$ cat config.mk
export PLATFORM = sky130hd
export DESIGN_NAME = clk_div_bank
export DESIGN_NICKNAME = d
export VERILOG_FILES = /design/src/rtl/clk_div_pkg.sv /design/src/rtl/clk_div_channel.sv /design/src/rtl/clk_div_bank.sv
export SDC_FILE = /design/constraint.sdc
export NUM_CORES = 1
export LEC_CHECK = 0
export CORE_ASPECT_RATIO = 0.5
export CORE_MARGIN = 2
export CORE_UTILIZATION = 55
export DETAILED_ROUTE_END_ITERATION = 12
export PLACE_DENSITY = 0.79
export SYNTH_ARGS = -nofsm -noshare
export SYNTH_HDL_FRONTEND = slang
export SYNTH_SLANG_ARGS = --single-unit
$ cat constraint.sdc
create_clock -name clk -period 1.8 [get_ports clk]
set_clock_uncertainty 0.1 [all_clocks]
set_input_delay 0.36 -clock clk [delete_from_list [all_inputs] [get_ports clk]]
set_output_delay 0.36 -clock clk [all_outputs]
set_load 0.03 [all_outputs]
$ cat src/rtl/clk_div_pkg.sv
// rtl/clk_div_pkg.sv - shared constants and helpers for the clock divider bank
//
// Purpose : mode encodings, default widths/terminal count, and the wrap-time
//           div_out selection shared by every divider channel.
// Ports   : none (package).

package clk_div_pkg;

    localparam logic MODE_SQUARE = 1'b0;
    localparam logic MODE_PULSE  = 1'b1;

    localparam int          CNT_W      = 24;
    localparam int unsigned DEFAULT_TC = 266664;

    // Value div_out takes at a wrap edge.
    // A disable still finishes the outgoing wrap in the outgoing mode; the
    // output is forced low only from the next cycle on.
    // A mode change restarts the waveform: low for square, high (tracking
    // the tick of this wrap) for pulse.
    function automatic logic wrap_div(
        input logic cur_mode,
        input logic cur_div,
        input logic apply,
        input logic new_mode,
        input logic new_en
    );
        logic res;
        if (apply && new_en && (new_mode != cur_mode)) begin
            res = (new_mode == MODE_PULSE);
        end else if (cur_mode == MODE_SQUARE) begin
            res = ~cur_div;
        end else begin
            res = 1'b1;
        end
        return res;
    endfunction

endpackage

$ cat src/rtl/clk_div_channel.sv
// rtl/clk_div_channel.sv - one programmable divider channel with shadowed config
//
// Purpose : counts 0..tc, emits a one-cycle tick per wrap and a square or
//           pulse div_out. Config writes land in shadow registers and are
//           moved to the active set only at a wrap or sync (or immediately
//           when the channel is idle), so the outputs never glitch.
// Ports   :
//   clk      in   system clock
//   rst_n    in   synchronous active-low reset
//   cfg_we   in   accepted config transfer addressed to this channel
//   cfg_tc   in   new terminal count
//   cfg_mode in   new mode (square / pulse)
//   cfg_en   in   new enable
//   sync     in   restart counter in phase with the other channels
//   pending  out  shadow config waiting for the next wrap/sync
//   tick     out  one-cycle strobe per wrap
//   div_out  out  divided output

module clk_div_channel
    import clk_div_pkg::*;
#(
    parameter int              CNT_W  = 24,
    parameter logic [CNT_W-1:0] RST_TC = '0
) (
    input  logic             clk,
    input  logic             rst_n,
    input  logic             cfg_we,
    input  logic [CNT_W-1:0] cfg_tc,
    input  logic             cfg_mode,
    input  logic             cfg_en,
    input  logic             sync,
    output logic             pending,
    output logic             tick,
    output logic             div_out
);

    logic [CNT_W-1:0] cnt;
    logic [CNT_W-1:0] tc_q;
    logic             mode_q;
    logic             en_q;
    logic [CNT_W-1:0] sh_tc;
    logic             sh_mode;
    logic             sh_en;
    logic             at_tc;

    assign at_tc = (cnt == tc_q);

    always_ff @(posedge clk) begin
        if (!rst_n) begin
            cnt     <= '0;
            tc_q    <= RST_TC;
            mode_q  <= MODE_SQUARE;
            en_q    <= 1'b1;
            sh_tc   <= RST_TC;
            sh_mode <= MODE_SQUARE;
            sh_en   <= 1'b1;
            pending <= 1'b0;
            tick    <= 1'b0;
            div_out <= 1'b0;
        end else if (!en_q) begin
            // Idle channel: nothing to glitch, so a config applies at once
            // and counting restarts from 0 on the following edge.
            cnt     <= '0;
            tick    <= 1'b0;
            div_out <= 1'b0;
            if (cfg_we) begin
                tc_q    <= cfg_tc;
                mode_q  <= cfg_mode;
                en_q    <= cfg_en;
                sh_tc   <= cfg_tc;
                sh_mode <= cfg_mode;
                sh_en   <= cfg_en;
            end
        end else begin
            if (sync || at_tc) begin
                cnt <= '0;
                if (pending) begin
                    tc_q    <= sh_tc;
                    mode_q  <= sh_mode;
                    en_q    <= sh_en;
                    pending <= 1'b0;
                end
                // sync beats a coincident wrap: no tick, waveform restarts low.
                if (sync) begin
                    tick    <= 1'b0;
                    div_out <= 1'b0;
                end else begin
                    tick    <= 1'b1;
                    div_out <= wrap_div(mode_q, div_out, pending, sh_mode, sh_en);
                end
            end else begin
                cnt     <= cnt + CNT_W'(1);
                tick    <= 1'b0;
                div_out <= (mode_q == MODE_PULSE) ? 1'b0 : div_out;
            end
            // Only accepted while not pending, so this never collides with
            // the clear above; an accept on a wrap edge waits for the next wrap.
            if (cfg_we) begin
                sh_tc   <= cfg_tc;
                sh_mode <= cfg_mode;
                sh_en   <= cfg_en;
                pending <= 1'b1;
            end
        end
    end

endmodule

$ cat src/rtl/clk_div_bank.sv
// rtl/clk_div_bank.sv - bank of NUM_CH independent programmable clock dividers
//
// Purpose : decodes the shared valid/ready config port onto the channels,
//           muxes per-channel readiness back to cfg_ready and fans out sync.
// Ports   :
//   clk       in   system clock
//   rst_n     in   synchronous active-low reset
//   cfg_valid in   config request
//   cfg_ready out  selected channel has no pending config (combinational)
//   cfg_ch    in   target channel
//   cfg_tc    in   new terminal count
//   cfg_mode  in   0 square, 1 pulse
//   cfg_en    in   channel enable
//   sync      in   restart all enabled channels in phase
//   tick      out  per-channel one-cycle wrap strobe
//   div_out   out  per-channel divided output

module clk_div_bank
    import clk_div_pkg::*;
#(
    parameter int          NUM_CH     = 4,
    parameter int          CNT_W      = clk_div_pkg::CNT_W,
    parameter int unsigned DEFAULT_TC = clk_div_pkg::DEFAULT_TC,
    parameter int          CH_W       = (NUM_CH > 1) ? $clog2(NUM_CH) : 1
) (
    input  logic              clk,
    input  logic              rst_n,
    input  logic              cfg_valid,
    output logic              cfg_ready,
    input  logic [CH_W-1:0]   cfg_ch,
    input  logic [CNT_W-1:0]  cfg_tc,
    input  logic              cfg_mode,
    input  logic              cfg_en,
    input  logic              sync,
    output logic [NUM_CH-1:0] tick,
    output logic [NUM_CH-1:0] div_out
);

    logic [NUM_CH-1:0] pending;
    logic [NUM_CH-1:0] cfg_we;

    // Out-of-range channel numbers (NUM_CH not a power of two) are never ready.
    always_comb begin
        cfg_ready = 1'b0;
        for (int i = 0; i < NUM_CH; i++) begin
            if (cfg_ch == CH_W'(i)) begin
                cfg_ready = ~pending[i];
            end
        end
    end

    always_comb begin
        cfg_we = '0;
        for (int i = 0; i < NUM_CH; i++) begin
            cfg_we[i] = cfg_valid && cfg_ready && (cfg_ch == CH_W'(i));
        end
    end

    for (genvar g = 0; g < NUM_CH; g++) begin : g_ch
        clk_div_channel #(
            .CNT_W  (CNT_W),
            .RST_TC (CNT_W'(DEFAULT_TC))
        ) u_ch (
            .clk      (clk),
            .rst_n    (rst_n),
            .cfg_we   (cfg_we[g]),
            .cfg_tc   (cfg_tc),
            .cfg_mode (cfg_mode),
            .cfg_en   (cfg_en),
            .sync     (sync),
            .pending  (pending[g]),
            .tick     (tick[g]),
            .div_out  (div_out[g])
        );
    end

endmodule

## After elaboration in Yosys (flattened, before gate mapping)

Cells that the tools add are included.

- Bits in registers: 316
- Latch bits: 0
- Bits in writable memories: 0
- Memory bits (read-only): 0
- Input bits: 32
- Output and inout port bits: 9
- Logic and storage cells: 207
- Memories: 0

- $add $sub $neg: 4
- Multipliers: 0
- Divide/modulo/power cells: 0
- $lt $le $gt $ge: 0
- Equality and inequality tests: 19
- Shifts and indexed selects: 0
- Mux-type cells: 81
- Bitwise logic cells: 13
- Reductions and logical operators: 50

Operator list:

| operator | number |
|---|---|
| 24-bit 2-to-1 mux | 16 |
| 24-bit by 1-bit adder with 24-bit output, second input constant | 4 |
| 24-bit equality test | 4 |
| 1-bit 2-to-1 mux | 65 |
| 3-bit AND reduction | 8 |
| 2-bit nonzero test | 12 |
| 2-bit AND reduction | 8 |
| 1-bit logical AND | 13 |
| 1-bit inverter | 13 |
| 3-bit OR reduction | 4 |
| 2-bit by 1-bit != test with 1-bit output, second input constant | 4 |
| 2-bit != test, second input constant | 4 |
| 2-bit equality test, second input constant | 2 |
| 1-bit logical OR | 4 |
| 1-bit != test | 4 |
| 2-bit by 1-bit equality test with 1-bit output, second input constant | 1 |
| 2-bit zero test | 1 |

## Depth between registers and ports, before layout

- Depth in word-level cells: 9
- Depth in mapped cells: 7
- Gate-level depth less buffers: 6

## Cells and area by module

From an unflattened synthesis, not the netlist that was laid out.

- Cell total of the unflattened synthesis: 1553
- Area total of the unflattened synthesis: 14973.1 um2

Modules (own cells, without submodules):

| module | times used | cells an instance | area an instance (um2) | sequential area each (um2) |
|---|---|---|---|---|
| clk_div_channel at g_ch[0].u_ch ... | 3 | 385 | 3719.8 | 1581.5 |
| clk_div_channel at g_ch[3].u_ch | 1 | 391 | 3752.3 | 1581.5 |
| clk_div_bank | 1 | 7 | 61.3 | 0.0 |

## Least setup slack after synthesis

No wires, ideal clock.

- Path kind: reg2out
- Start: register g_ch[2].u_ch.pending
- End: output cfg_ready
- Arrival time: 1.389 ns
- Data required time: 1.340 ns
- Setup slack: -0.049 ns
- Stages on the path, launching flop included: 4
- Buffers on the path: 1
- Cell sequence: dfxtp_1 clkbuf_1 mux2_2 o21ai_0

- Longest elaborated chain between the ends: 3

Ends and longest elaborated chain:

| element | line | source |
|---|---|---|
| start: declaration | clk_div_channel.sv:32 | `output logic pending,` |
| start signal: assignment | clk_div_channel.sv:57 | `pending <= 1'b0;` |
| start signal: assignment | clk_div_channel.sv:81 | `pending <= 1'b0;` |
| start signal: assignment | clk_div_channel.sv:102 | `pending <= 1'b1;` |
| 1-bit inverter | clk_div_bank.sv:47 | `cfg_ready = ~pending[i];` |
| 1-bit 2-to-1 mux (2 in series) | clk_div_bank.sv:46 | `if (cfg_ch == CH_W'(i)) begin` |
| end: declaration | clk_div_bank.sv:29 | `output logic cfg_ready,` |

Every way passes these cells.

## Worst setup path after layout

- Start: register g_ch[2].u_ch.tc_q[18]
- End: register g_ch[2].u_ch.tc_q[12]

- Longest elaborated chain between the ends: 4

Ends and longest elaborated chain:

| element | line | source |
|---|---|---|
| start: declaration | clk_div_channel.sv:38 | `logic [CNT_W-1:0] tc_q;` |
| start signal: assignment | clk_div_channel.sv:67 | `tc_q <= cfg_tc;` |
| start signal: assignment | clk_div_channel.sv:78 | `tc_q <= sh_tc;` |
| 24-bit equality test | clk_div_channel.sv:46 | `assign at_tc = (cnt == tc_q);` |
| 1-bit logical OR | clk_div_channel.sv:75 | `if (sync \|\| at_tc) begin` |
| 2-bit != test (no line) | - |  |
| 3-bit AND reduction (no line) | - |  |

Every way passes these cells.
A chain may end at the register's enable or synchronous reset.

==> flow_summary.toml <==
[sta]
rsz0062_at_grt = "true"
setup_viol = 174
worst_pin_slew_ns = 0.7198
relSlewSlack_pct = 52.02
fmax_ghz = 0.4654
worst_slack_ns = -0.3485
slew_viol_final = 0
period_needed_ns = 2.148
hold_viol = 0
fin_tns_setup_ns = -31.50
holdWs_ns = 0.2607
finalCritPeriodShare_pct = 119.4

[power_and_ir_drop]
p_leak_uw = 0.007898
peakVddDrop_uv = 737.1
p_per_area_nw_per_um2 = 775.6

[route]
viasPerCell = 6.073
drc = 0
wire_per_inst_um = 21.54
drt_wl_total_um = 50180
num_vias = 14140
firstDrtPassIters = 6
final_antenna_net_count = 0
drtIter0Drc = 2208

[final_layout]
final_area_um2 = 19590
antenna_cells = 0
fin_nets = 1991
drive_gt1_share_pct = 29.54
syn_to_final_growth_pct = 32.38

[worst_setup_path]
cp-end-kind = "register"
critPathMaxStageDelay_ns = 0.44
cp_top_family = "simple AND/OR/NAND/NOR gates"
critPathMaxFanout = 13
r2r_cells = 8
reg2reg_from = "g_ch[2].u_ch.tc_q[18]"
crit_cells = 8
worst-setup-path-type = "register to register"
r2r-end = "g_ch[2].u_ch.tc_q[12]"
cp.arrival_ns = 2.53
cp-startpoint = "g_ch[2].u_ch.tc_q[18]"
regToRegSetupSlack_ns = -0.35
cp-start-kind = "register"
cp_cell_sequence = "xor2_1, nor4_2, and4_4, buf_6, buf_6, a21oi_4, buf_12, mux2i_1"
cpMaxStageDelayCell = "nor4_2"
path_common_cell = "buf_6"
crit_buf_inv = 3
crit_required_ns = 2.19
crit_end = "g_ch[2].u_ch.tc_q[12]"

[synthesis]
synth_edf_count = 0
syn_area_per_cell_um2 = 8.616
yosys.area.top_type = "dfxtp_1"
synth_top_area_share_pct = 42.74
synth_top_flop_cell = "dfxtp_1"
yosys_warnings = 0
ys_top_cells_by_count = "nand2_1 (400), dfxtp_1 (316), nor2_1 (147)"
synth-seq-area-share_pct = 42.74
ys_types = 50
synth.most_common_cell = "nand2_1"
synth_cells = 1718
syn-cell-area_um2 = 14800
synth_seq_cells = 316
synth_area_leaders = "dfxtp_1 (43%), nand2_1 (10%), xnor2_1 (7.8%)"
async_reset_ff_share_pct = 0
synth_nets = 1754

[global_routing]
antenna_found_initial = 0
gr-usage-met3_pct = 4.624
gr-max-usage-layer = "met2"
grt_usage_pct = 29.46
grt_pass1_vias = 12790
grt-ovfl-total = 0
grt_use_met2_pct = 48.23
grt_max_degree = 160
grtUsageMet1_pct = 39.54
grt_pass1_wl_um = 67340

[placed_design]
routabilityCongestion = 0.8415
placed_area_um2 = 16860
port_buffers = 40
hpwlAfterDp_um = 24710

[clock_network]
numClockSinks = 316
worstSkewPairLatency_ns = 0.59
clock_path_buffers = 3
clockRootBuffer = "clkbuf_16"
cts.htree.levels = 1
ctsHoldBuffers = 0
cts_buffers = 29
clkTransAtPathRegs_ns = 0.07
cts_tree = "yes"

[flow_run]
cap_violations = 0

[floorplan]
core_um2 = 26430
die_area_um2 = 28320
row_count = 42
die_y_um = 120
io_pins = 41
die_w_um = 236
start_util_pct = 56.00

[status]
failed_checks = "setup timing"
status = "complete, but fails checks"

[min_path]
min_path_type = "primary input to register"
min_from = "rst_n"
tightest hold or removal path: cells and delay by family:
family        cells  cell delay, ns
simple gates      1            0.09
mux               1            0.06
buf+inv           2            0.37
area by class of cell:
cell class                 count  area (um^2)
fill                        1475         6839
multi-input combinational   1285         8840
clock inverter                18        255.2
inverter                      22        85.08
tap                          352        440.4
sequential                   316         6389
timing repair buffer         301         2806
clock buffer                  35        778.2
through the flow:
step / setup WS [ns] / utilization, % / power (uW) / std cells
final: -0.3485 / 74.13 / 15200 / 2329
after floorplan: -0.009987 / - / 7780 / 1718
after global placement: -0.7574 / 63.78 / 8205 / 2209
after CTS: -0.3497 / 70.28 / 14920 / 2297
after global routing: -0.4027 / 74.13 / 15470 / 2329
after detailed placement: -0.7971 / 63.78 / 8223 / 2209
how the worst min path moves through the flow:
stage | end | cells after the start
final | g_ch[0].u_ch.tc_q[1] | 4
after global routing | g_ch[0].u_ch.mode_q | 4
after CTS | g_ch[0].u_ch.tc_q[23] | 4
after detailed placement | g_ch[0].u_ch.sh_tc[20] | 2
after global placement | g_ch[0].u_ch.sh_tc[21] | 2
after floorplan | g_ch[0].u_ch.sh_tc[0] | 2
placed cells by master (no fill, tap or decap), drive strengths merged, types with 4 or more instances in the layout:
cell	synthesis	routed
a21o	8	11
xnor2	132	132
dfxtp	316	316
nor2	147	147
a41oi	4	4
nand3	58	58
nand4	41	41
clkbuf	63	42
bufinv	0	6
a21oi	88	96
inv	21	23
a311oi	4	4
and4	18	18
a211oi	28	28
nand2	400	400
mux2i	100	100
and3	6	6
clkinv	1	11
buf	43	259
a31oi	4	4
nor4	14	14
o211ai	6	6
clkdlybuf4s50	0	30
xor2	52	52
o21ai	6	6
nor3	28	28
mux2	77	77
and2	7	7
ha	4	4
nor2b	30	30
state kept, by name (all words and copies together) (netlist names):
| signal | count |
|---|---|
| g_ch.u_ch.cnt | 96 |
| g_ch.u_ch.sh_mode | 4 |
| g_ch.u_ch.tc_q | 96 |
| g_ch.u_ch.en_q | 4 |
| g_ch.u_ch.pending | 4 |
| g_ch.u_ch.sh_en | 4 |
| g_ch.u_ch.div_out | 4 |
| g_ch.u_ch.tick | 4 |
| g_ch.u_ch.sh_tc | 96 |
| g_ch.u_ch.mode_q | 4 |
kinds of logic after synthesis:
| kind of cell | after synthesis | synth area share (%) |
|---|---|---|
| XOR/XNOR | 184 | 10.94 |
| adder cells (fa/ha/maj) | 4 | 0.3381 |
| flip-flops | 316 | 42.74 |
| multiplexers | 177 | 12.62 |
| AO/OA/AOI/OAI | 152 | 6.500 |
| buffers and inverters | 128 | 4.083 |
| AND/OR/NAND/NOR | 757 | 22.78 |
per-layer routing:
metal | vias up | routed length (um)
met3 | 268 | 4826
li1 | 6242 | -
met5 | - | 0
met2 | 955 | 22350
met1 | 6679 | 19770
met4 | 0 | 3231
power breakdown:
part	switching, uW	internal [uW]
sequential	68.5	7090
combinational	668	470
clock	2950	3950
what timing repair did:
action                                  4_1_cts  5_1_grt
pin swaps                                    38       98
gates cloned                                 10       11
setup buffers                                25       23
resized for setup                           101      168
endpoints found under the setup margin      189      215
Power figures use the tool's default switching activity.
